**config.mk**
```make
export PLATFORM = sky130hd
export DESIGN_NAME = bus_addr_decoder_flat
export DESIGN_NICKNAME = d
export VERILOG_FILES = /design/src/rtl/bus_addr_decoder_if.sv /design/src/rtl/bus_addr_decoder.sv /design/src/flat_wrapper.sv
export SDC_FILE = /design/constraint.sdc
export NUM_CORES = 1
export LEC_CHECK = 0
export BUFFER_PORTS_ARGS = -buffer_cell sky130_fd_sc_hd__buf_2
export CAP_MARGIN = 0
export CORE_MARGIN = 10
export CORE_UTILIZATION = 39
export DETAILED_ROUTE_END_ITERATION = 7
export PLACE_DENSITY = 0.76
export SETUP_SLACK_MARGIN = 0.02
export SYNTH_ARGS = -nofsm -noshare
export SYNTH_HDL_FRONTEND = slang
export SYNTH_SLANG_ARGS = --single-unit
export TNS_END_PERCENT = 100
```
**constraint.sdc**
```tcl
create_clock -name clk -period 1.2 [get_ports clk]
set_input_delay 0.18 -clock clk [delete_from_list [all_inputs] [get_ports clk]]
set_output_delay 0.18 -clock clk [all_outputs]
set_load 0.03 [all_outputs]
```
**src/rtl/bus_addr_decoder_if.sv**
```systemverilog
// Bus bundle between the DLX memory stage, the address decoder and its slaves.
// The decoder connects through the slave modport; the pipeline side uses master.
interface bus_addr_decoder_if #(
    parameter int N_SLAVES = 2,
    parameter int ADDR_W   = 32,
    parameter int DATA_W   = 32
);
    logic                         m_req;
    logic [ADDR_W-1:0]            m_addr;
    logic                         m_we;
    logic [DATA_W-1:0]            m_wdata;
    logic                         m_busy;
    logic                         m_ack;
    logic                         m_err;
    logic [DATA_W-1:0]            m_rdata;
    logic [N_SLAVES-1:0]          s_cs;
    logic [ADDR_W-1:0]            s_addr;
    logic                         s_we;
    logic [DATA_W-1:0]            s_wdata;
    logic [N_SLAVES*DATA_W-1:0]   s_rdata;
    logic [N_SLAVES-1:0]          s_ack;

    modport master (
        output m_req, m_addr, m_we, m_wdata, s_rdata, s_ack,
        input  m_busy, m_ack, m_err, m_rdata, s_cs, s_addr, s_we, s_wdata
    );

    modport slave (
        input  m_req, m_addr, m_we, m_wdata, s_rdata, s_ack,
        output m_busy, m_ack, m_err, m_rdata, s_cs, s_addr, s_we, s_wdata
    );
endinterface

```
**src/rtl/bus_addr_decoder.sv**
```systemverilog
// Registered base/mask address decoder and single-outstanding bus bridge.
// Define BUS_DECODER_TIMEOUT_EN to build the ACCESS-state timeout counter.
module bus_addr_decoder #(
    parameter int                          N_SLAVES    = 2,
    parameter int                          ADDR_W      = 32,
    parameter int                          DATA_W      = 32,
    parameter logic [N_SLAVES*ADDR_W-1:0]  SLV_BASE    = {32'h1000_0000, 32'h0000_0001},
    parameter logic [N_SLAVES*ADDR_W-1:0]  SLV_MASK    = {32'hF000_0000, 32'hFFFF_FFFF},
    parameter int                          TIMEOUT_CYC = 16
) (
    input  logic              clk,
    input  logic              reset,
    bus_addr_decoder_if.slave bus
);

    typedef enum logic [0:0] {
        IDLE   = 1'b0,
        ACCESS = 1'b1
    } state_t;

    if (N_SLAVES < 1 || N_SLAVES > 16 || TIMEOUT_CYC < 2) begin : g_param_check
        $error("bus_addr_decoder: N_SLAVES must be 1..16 and TIMEOUT_CYC >= 2");
    end

    state_t               state_q, state_nxt;
    logic [N_SLAVES-1:0]  cs_q, cs_nxt;
    logic [ADDR_W-1:0]    addr_q, addr_nxt;
    logic                 we_q, we_nxt;
    logic [DATA_W-1:0]    wdata_q, wdata_nxt;
    logic [DATA_W-1:0]    rdata_q, rdata_nxt;
    logic                 ack_q, ack_nxt;
    logic                 err_q, err_nxt;

    logic [N_SLAVES-1:0]  hit_onehot;
    logic                 hit_any;
    logic                 sel_ack;
    logic [DATA_W-1:0]    rdata_sel;

`ifdef BUS_DECODER_TIMEOUT_EN
    localparam int CNT_W = (TIMEOUT_CYC > 2) ? $clog2(TIMEOUT_CYC) : 1;
    logic [CNT_W-1:0]     cnt_q, cnt_nxt;
`endif

    // Scan from the top slot down so the lowest matching index overrides.
    always_comb begin
        hit_onehot = '0;
        hit_any    = 1'b0;
        for (int i = N_SLAVES - 1; i >= 0; i--) begin
            if ((bus.m_addr & SLV_MASK[i*ADDR_W +: ADDR_W]) ==
                (SLV_BASE[i*ADDR_W +: ADDR_W] & SLV_MASK[i*ADDR_W +: ADDR_W])) begin
                hit_onehot    = '0;
                hit_onehot[i] = 1'b1;
                hit_any       = 1'b1;
            end
        end
    end

    always_comb begin
        rdata_sel = '0;
        for (int i = 0; i < N_SLAVES; i++) begin
            if (cs_q[i]) begin
                rdata_sel = bus.s_rdata[i*DATA_W +: DATA_W];
            end
        end
    end

    // Acks from slots that are not selected are masked off here.
    assign sel_ack = |(bus.s_ack & cs_q);

    always_comb begin
        state_nxt = state_q;
        cs_nxt    = cs_q;
        addr_nxt  = addr_q;
        we_nxt    = we_q;
        wdata_nxt = wdata_q;
        rdata_nxt = rdata_q;
        ack_nxt   = 1'b0;
        err_nxt   = 1'b0;
`ifdef BUS_DECODER_TIMEOUT_EN
        cnt_nxt   = cnt_q;
`endif
        case (state_q)
            IDLE: begin
                if (bus.m_req) begin
                    addr_nxt  = bus.m_addr;
                    we_nxt    = bus.m_we;
                    wdata_nxt = bus.m_wdata;
                    if (hit_any) begin
                        state_nxt = ACCESS;
                        cs_nxt    = hit_onehot;
`ifdef BUS_DECODER_TIMEOUT_EN
                        cnt_nxt   = '0;
`endif
                    end else begin
                        err_nxt = 1'b1;
                    end
                end
            end
            ACCESS: begin
                if (sel_ack) begin
                    state_nxt = IDLE;
                    cs_nxt    = '0;
                    ack_nxt   = 1'b1;
                    if (!we_q) begin
                        rdata_nxt = rdata_sel;
                    end
                end
`ifdef BUS_DECODER_TIMEOUT_EN
                // Count value TIMEOUT_CYC-1 here means this is the last allowed cycle.
                else if (cnt_q == CNT_W'(TIMEOUT_CYC - 1)) begin
                    state_nxt = IDLE;
                    cs_nxt    = '0;
                    err_nxt   = 1'b1;
                end else begin
                    cnt_nxt = cnt_q + 1'b1;
                end
`endif
            end
            default: begin
                state_nxt = IDLE;
                cs_nxt    = '0;
            end
        endcase
    end

    always_ff @(posedge clk) begin
        if (reset) begin
            state_q <= IDLE;
            cs_q    <= '0;
            addr_q  <= '0;
            we_q    <= 1'b0;
            wdata_q <= '0;
            rdata_q <= '0;
            ack_q   <= 1'b0;
            err_q   <= 1'b0;
`ifdef BUS_DECODER_TIMEOUT_EN
            cnt_q   <= '0;
`endif
        end else begin
            state_q <= state_nxt;
            cs_q    <= cs_nxt;
            addr_q  <= addr_nxt;
            we_q    <= we_nxt;
            wdata_q <= wdata_nxt;
            rdata_q <= rdata_nxt;
            ack_q   <= ack_nxt;
            err_q   <= err_nxt;
`ifdef BUS_DECODER_TIMEOUT_EN
            cnt_q   <= cnt_nxt;
`endif
        end
    end

    assign bus.m_busy  = (state_q == ACCESS);
    assign bus.m_ack   = ack_q;
    assign bus.m_err   = err_q;
    assign bus.m_rdata = rdata_q;
    assign bus.s_cs    = cs_q;
    assign bus.s_addr  = addr_q;
    assign bus.s_we    = we_q;
    assign bus.s_wdata = wdata_q;

endmodule

```
**src/flat_wrapper.sv**
```systemverilog
// flat-port wrapper written by rule: the top's interface ports become plain ports
module bus_addr_decoder_flat 
#(
    parameter int                          N_SLAVES    = 2,
    parameter int                          ADDR_W      = 32,
    parameter int                          DATA_W      = 32,
    parameter logic [N_SLAVES*ADDR_W-1:0]  SLV_BASE    = {32'h1000_0000, 32'h0000_0001},
    parameter logic [N_SLAVES*ADDR_W-1:0]  SLV_MASK    = {32'hF000_0000, 32'hFFFF_FFFF},
    parameter int                          TIMEOUT_CYC = 16
)
  (clk, reset, bus_m_req, bus_m_addr, bus_m_we, bus_m_wdata, bus_s_rdata, bus_s_ack, bus_m_busy, bus_m_ack, bus_m_err, bus_m_rdata, bus_s_cs, bus_s_addr, bus_s_we, bus_s_wdata);
  bus_addr_decoder_if #(.N_SLAVES(N_SLAVES), .ADDR_W(ADDR_W), .DATA_W(DATA_W)) bus_i ();
  input  logic clk;
  input  logic reset;
  input wire logic [$bits(bus_i.m_req)-1:0] bus_m_req;
  input wire logic [$bits(bus_i.m_addr)-1:0] bus_m_addr;
  input wire logic [$bits(bus_i.m_we)-1:0] bus_m_we;
  input wire logic [$bits(bus_i.m_wdata)-1:0] bus_m_wdata;
  input wire logic [$bits(bus_i.s_rdata)-1:0] bus_s_rdata;
  input wire logic [$bits(bus_i.s_ack)-1:0] bus_s_ack;
  output wire logic [$bits(bus_i.m_busy)-1:0] bus_m_busy;
  output wire logic [$bits(bus_i.m_ack)-1:0] bus_m_ack;
  output wire logic [$bits(bus_i.m_err)-1:0] bus_m_err;
  output wire logic [$bits(bus_i.m_rdata)-1:0] bus_m_rdata;
  output wire logic [$bits(bus_i.s_cs)-1:0] bus_s_cs;
  output wire logic [$bits(bus_i.s_addr)-1:0] bus_s_addr;
  output wire logic [$bits(bus_i.s_we)-1:0] bus_s_we;
  output wire logic [$bits(bus_i.s_wdata)-1:0] bus_s_wdata;
  assign bus_i.m_req = bus_m_req;
  assign bus_i.m_addr = bus_m_addr;
  assign bus_i.m_we = bus_m_we;
  assign bus_i.m_wdata = bus_m_wdata;
  assign bus_i.s_rdata = bus_s_rdata;
  assign bus_i.s_ack = bus_s_ack;
  assign bus_m_busy = bus_i.m_busy;
  assign bus_m_ack = bus_i.m_ack;
  assign bus_m_err = bus_i.m_err;
  assign bus_m_rdata = bus_i.m_rdata;
  assign bus_s_cs = bus_i.s_cs;
  assign bus_s_addr = bus_i.s_addr;
  assign bus_s_we = bus_i.s_we;
  assign bus_s_wdata = bus_i.s_wdata;
  bus_addr_decoder #(.N_SLAVES(N_SLAVES), .ADDR_W(ADDR_W), .DATA_W(DATA_W), .SLV_BASE(SLV_BASE), .SLV_MASK(SLV_MASK), .TIMEOUT_CYC(TIMEOUT_CYC)) u_core (.clk(clk), .reset(reset), .bus(bus_i));
endmodule
```
Word level (Yosys, flattened, before mapping)
Index checks and enable logic that the tools add are counted.
Word-level totals
  register bits: 102
  latch bits: 0
  RAM bits: 0
  memory bits (read-only): 0
  bits of input ports: 134
  output and inout port bits: 102
  logic and storage cells: 39
  memories kept: 0
Cells by class
  $add $sub $neg: 0
  multiply operators: 0
  div/mod/pow operators: 0
  $lt $le $gt $ge: 0
  equal/unequal tests: 5
  shift operators: 0
  mux-type cells: 16
  bitwise logic cells: 4
  reduce and logical (&&, ||, !) cells: 6
Operators by type and width (count)
  two-way mux 32 bit: 2
  equality test 32 x 1 -> 1 bit (second input constant): 1
  two-way mux 2 bit: 5
  two-way mux 1 bit: 7
  AND reduction 3 bit: 2
  equality test 4 x 1 -> 1 bit (second input constant): 1
  != test 2 bit (second input constant): 2
  case mux 2 bit (2 select lines): 1
  OR reduction 2 bit: 2
  inverter 1 bit: 3
  OR reduction 3 bit: 1
  AND 2 bit: 1
  != test 2 x 1 -> 1 bit (second input constant): 1
  case mux 1 bit (2 select lines): 1
  AND reduction 2 bit: 1

Logic depth before layout (Yosys ltp)
  depth after elaboration: 6
  gate-level depth with buffers: 7
  depth with buffers taken out: 4

Worst setup path before layout
No wires, ideal clock.
  path type: register to register
  start point: reg u_core.cs_q[1] (netlist: u_core.bus.s_cs[1])
  end point: reg u_core.rdata_q[10] (netlist: u_core.bus.m_rdata[10])
  library setup time: 81 ps
  data arrival time: 1427 ps
  data required time: 1119 ps
  slack: -308 ps
  stages on the path, launching flop included: 8
  path buffers: 3
  period minus slack after synthesis: 1508 ps
  cells stage by stage: dfxtp_1 buf_6 a22oi_4 nor3b_2 buf_4 buf_6 nor2_1 a211oi_2
Between the ends
  word-level cells in the longest chain between the ends: 3
  elaborated cells between the ends (all ways): 4
  classes of those cells: 1 x mux; 1 x bitwise; 2 x reduce/logical
Ends and longest elaborated chain
  start: declaration: RTL line bus_addr_decoder.sv:26  | logic [N_SLAVES-1:0] cs_q, cs_nxt;
  start signal: assignment: RTL line bus_addr_decoder.sv:141  | cs_q <= cs_nxt;
  AND 2 bit: RTL line bus_addr_decoder.sv:68  | assign sel_ack = |(bus.s_ack & cs_q);
  OR reduction 2 bit: RTL line bus_addr_decoder.sv:68
  AND reduction 3 bit (no line)
  end signal: assignment: RTL line bus_addr_decoder.sv:145  | rdata_q <= rdata_nxt;
  end: declaration: RTL line bus_addr_decoder.sv:30  | logic [DATA_W-1:0] rdata_q, rdata_nxt;
Parallel ways exist; a longest one is shown, timed or not.
A chain may end at the register's enable or synchronous reset.

Worst setup path in the final report
  start point: reg u_core.cs_q[1] (netlist: u_core.bus.s_cs[1])
  end point: reg u_core.rdata_q[27] (netlist: u_core.bus.m_rdata[27])
Same word-level chain as after synthesis.

==> results.tsv <==
metric	value	unit
run status	complete, but fails checks	
failing checks	negative setup slack	
number of iterations in the first detailed-routing pass	4	
DRC violation count after routing	0	
worst-case clock buffer depth	2	
DRC violation total after the first TritonRoute iteration	335	
clock skew after layout	0.00694	ns
sequential share of the synthesized area	0.507	
number of port buffers	235	
critical path class	flip-flop to flip-flop	
R2R Path End	u_core.bus.m_rdata[27]	
share of synthesized cell area in full adder, half adder and majority cells	0	
Layout area overhead	74.2	%
Hold Fails Final Rpt	0	
most common cell after layout, fill and taps aside	buf_2	
Setup WS post-layout	-0.194	ns
number of top-level pins	236	
non-filler cells in the finished layout	882	
via/cell ratio	5.18	
clock latency at the later pin of the worst-skew pair	0.36	ns
power density normalized to cell area	1020	nW/um^2
R2R Path Start	u_core.bus.s_cs[1]	
Antenna Violating Nets Remaining	0	
combinational fraction of design power	0.191	
worst hold start	bus_m_wdata[8]	
worst reg2reg path depth	6	
top cell type's share of synthesized area	0.507	
Data arrival, critical path	1.66	ns
initial antenna violation count	0	
synthesis-stage register bit count	102	
floorplan core area	10200	sq um
transition time at the pin with the least slew margin	0.353	ns
initial standard-cell utilization of the core	0.396	
layout cells sized above 1	0.638	
overflow left after global routing	0	
total routing usage reported by global routing	0.189	
via count of the first global-routing pass	4459	
Sequential Power Share	0.499	
filler cell count in the final layout	755	
R2R Setup Slk	-0.19	ns
clock tree from TritonCTS	built	
Synth Area in Simple Gates	0.186	
number of diodes added for antenna fixing	0	
routability congestion estimate	0.885	
# Max-Cap Violations	0	
clock buffer count from CTS	9	
largest net degree at the start of global routing	41	
capture endpoint of the worst hold path	u_core.bus.s_wdata[8]	
synthesized-area fraction occupied by xor and xnor cells	0	
CTS HTree Levels	3	
WL per Instance	19.6	um
final total power	7170	uW
CP endpoint kind	flip-flop	
Netlist cell types	27	
fraction of synthesized area in multiplexers	0	
internal power consumption	5100	uW
die area	14800	sq um
cell row count	37	
wire length of the first global-routing pass	22700	um
fraction of the cycle the final worst path needs	1.16	
root cell of the clock tree	clkbuf_8	
main combinational cell family by area after synthesis	compound AO/OA/AOI/OAI gates	
total setup violations reported at the end of the flow	47	
warnings from Yosys	0	
worst ir drop on vdd	0.000836	V
clock tree sinks	102	
floorplan die height	122	um
critical path peak fanout	9	
Vias	4572	
Clock Power Share	0.309	
Placed Cells	824	
Worst-path clk slew	0.10	ns
power dissipated by switching net loads	2080	uW
horizontal die dimension	122	um
Mapped Nets	597	
top library cells by usage in the layout, fill and taps aside	buf_2, nand2_1, dfxtp_1, a21oi_2	
area of the mapped netlist	4030	sq um
Post-Synthesis Mean Instance Area	8.71	sq um
maximum frequency from static timing analysis	717	MHz
net count reported at finish	875	
Area after DPL	5560	sq um
Total Wirelength	17300	um
total non-filler cell area in the finished layout	7020	sq um
Synth area leaders	dfxtp_1, nand2_1, a211oi_2	
Worst Path Required	1.47	ns
worst hold stages	3	
final critical path time including I/O delays and setup	1.39	ns
Max Transition Viols Final	0	
cell type with the highest aggregate area in the netlist	dfxtp_1	
Compound-Gate Fraction of Synth Area	0.254	
worst slew margin relative to its limit	0.765	
type of origin of the critical path	flip-flop	
switching fraction of total power	0.290	
gate count after technology mapping	463	
static power due to leakage	0.00318	uW
worst min-delay path class	input port to flip-flop	
Post-DP HPWL	10800	um
unrepaired setup endpoints after global routing	true	
## cells by family (layout without fill, tap and decap cells)
group | after synthesis | after routing
flip-flops | 102 | 102
buffers and inverters | 40 | 322
AO/OA/AOI/OAI | 137 | 137
AND/OR/NAND/NOR | 184 | 185
## flip-flops by register name, summed over array words and instances (netlist names)
name	cells
u_core.bus.m_err	1
u_core.bus.s_cs	2
u_core.bus.s_addr	32
u_core.bus.s_we	1
u_core.bus.s_wdata	32
u_core.bus.m_ack	1
u_core.bus.m_rdata	32
u_core.bus.m_busy	1
## per-layer routing
| metal | share of wire | routed length [um] | global-route usage |
|---|---|---|---|
| met1 | 0.37 | 6350 | 0.199 |
| met2 | 0.52 | 8930 | 0.331 |
| met3 | 0.095 | 1630 | 0.0763 |
| met4 | 0.021 | 359 | 0.0753 |
| met5 | 0 | 0 | 0 |
## synth_stat cells
library cell	count
o21bai_1	1
a21oi_1	67
a22oi_4	1
nor3_1	2
nor2_1	34
buf_2	14
nor4b_2	1
a211oi_1	5
nand4b_1	1
o311ai_0	1
a22oi_1	32
clkbuf_1	16
nor3b_2	1
nand3_1	1
nand2_1	132
o31ai_1	1
dfxtp_1	102
nor2b_1	2
or2_1	1
nand2b_1	2
nor4_1	5
buf_4	3
nand4_1	2
a211oi_2	28
buf_1	2
buf_6	5
a221oi_2	1
## worst max-delay path, cell delays in order, from the launching register on
cell and delay (ns):
dfxtp_4 0.40, a22oi_4 0.07, nor3b_4 0.27, buf_12 0.20, buf_12 0.13, nor2_2 0.04, a211oi_2 0.19
## worst max-delay path by stage
stage	startpoint	to	slack, ns	depth (start not counted)
after floorplan	u_core.bus.s_cs[1]	u_core.bus.m_rdata[10]	-0.13	7
after global placement	bus_m_addr[1]	u_core.bus.m_busy	-0.19	5
after detailed placement	bus_m_addr[5]	u_core.bus.m_busy	-0.23	5
after CTS	u_core.bus.s_cs[1]	u_core.bus.m_rdata[19]	-0.18	7
after global routing	u_core.bus.s_cs[1]	u_core.bus.m_rdata[17]	-0.26	6
final	u_core.bus.s_cs[1]	u_core.bus.m_rdata[27]	-0.19	6
## power by group through the flow
stage / Combinational [uW] / Sequential (uW) / Clock, uW
6_report: 1370 / 3580 / 2220
5_1_grt: 1460 / 3600 / 2400
4_1_cts: 1100 / 3570 / 2280
3_5_place_dp: 1030 / 3650 / 0
3_3_place_gp: 1000 / 3640 / 0
2_1_floorplan: 286 / 3890 / 0
## per-stage QoR
step / utilization / hold slack [ns] / setup TNS, ns / worst slack (ns)
after floorplan: - / 0.316 / -3.76 / -0.125
after global routing: 0.690 / 0.0237 / -8.65 / -0.258
final: 0.690 / 0.0348 / -4.69 / -0.194
after CTS: 0.601 / 0.0225 / -3.92 / -0.181
after detailed placement: 0.546 / 0.427 / -3.51 / -0.226
after global placement: 0.546 / 0.421 / -2.08 / -0.192
## layout make-up
cell class                      count  area, sq um  share of cell area
Clock buffer                       11          141              0.0201
Clock inverter                      5         57.6             0.00820
Multi-Input combinational cell    322         2310               0.329
Sequential cell                   102         2060               0.294
Tap cell                          136          170              0.0242
Timing Repair Buffer              306         2280               0.325
## what timing repair did
item | 4_1_cts | 5_1_grt
hold endpoints to repair | 0 | 0
setup endpoints to repair | 38 | 109
buffers inserted | 12 | 13
hold buffers | 0 | 0
gates cloned | 5 | 14
resized for setup | 37 | 164
pin swaps | 5 | 73
Note: power is estimated with default switching activity, not from simulation.
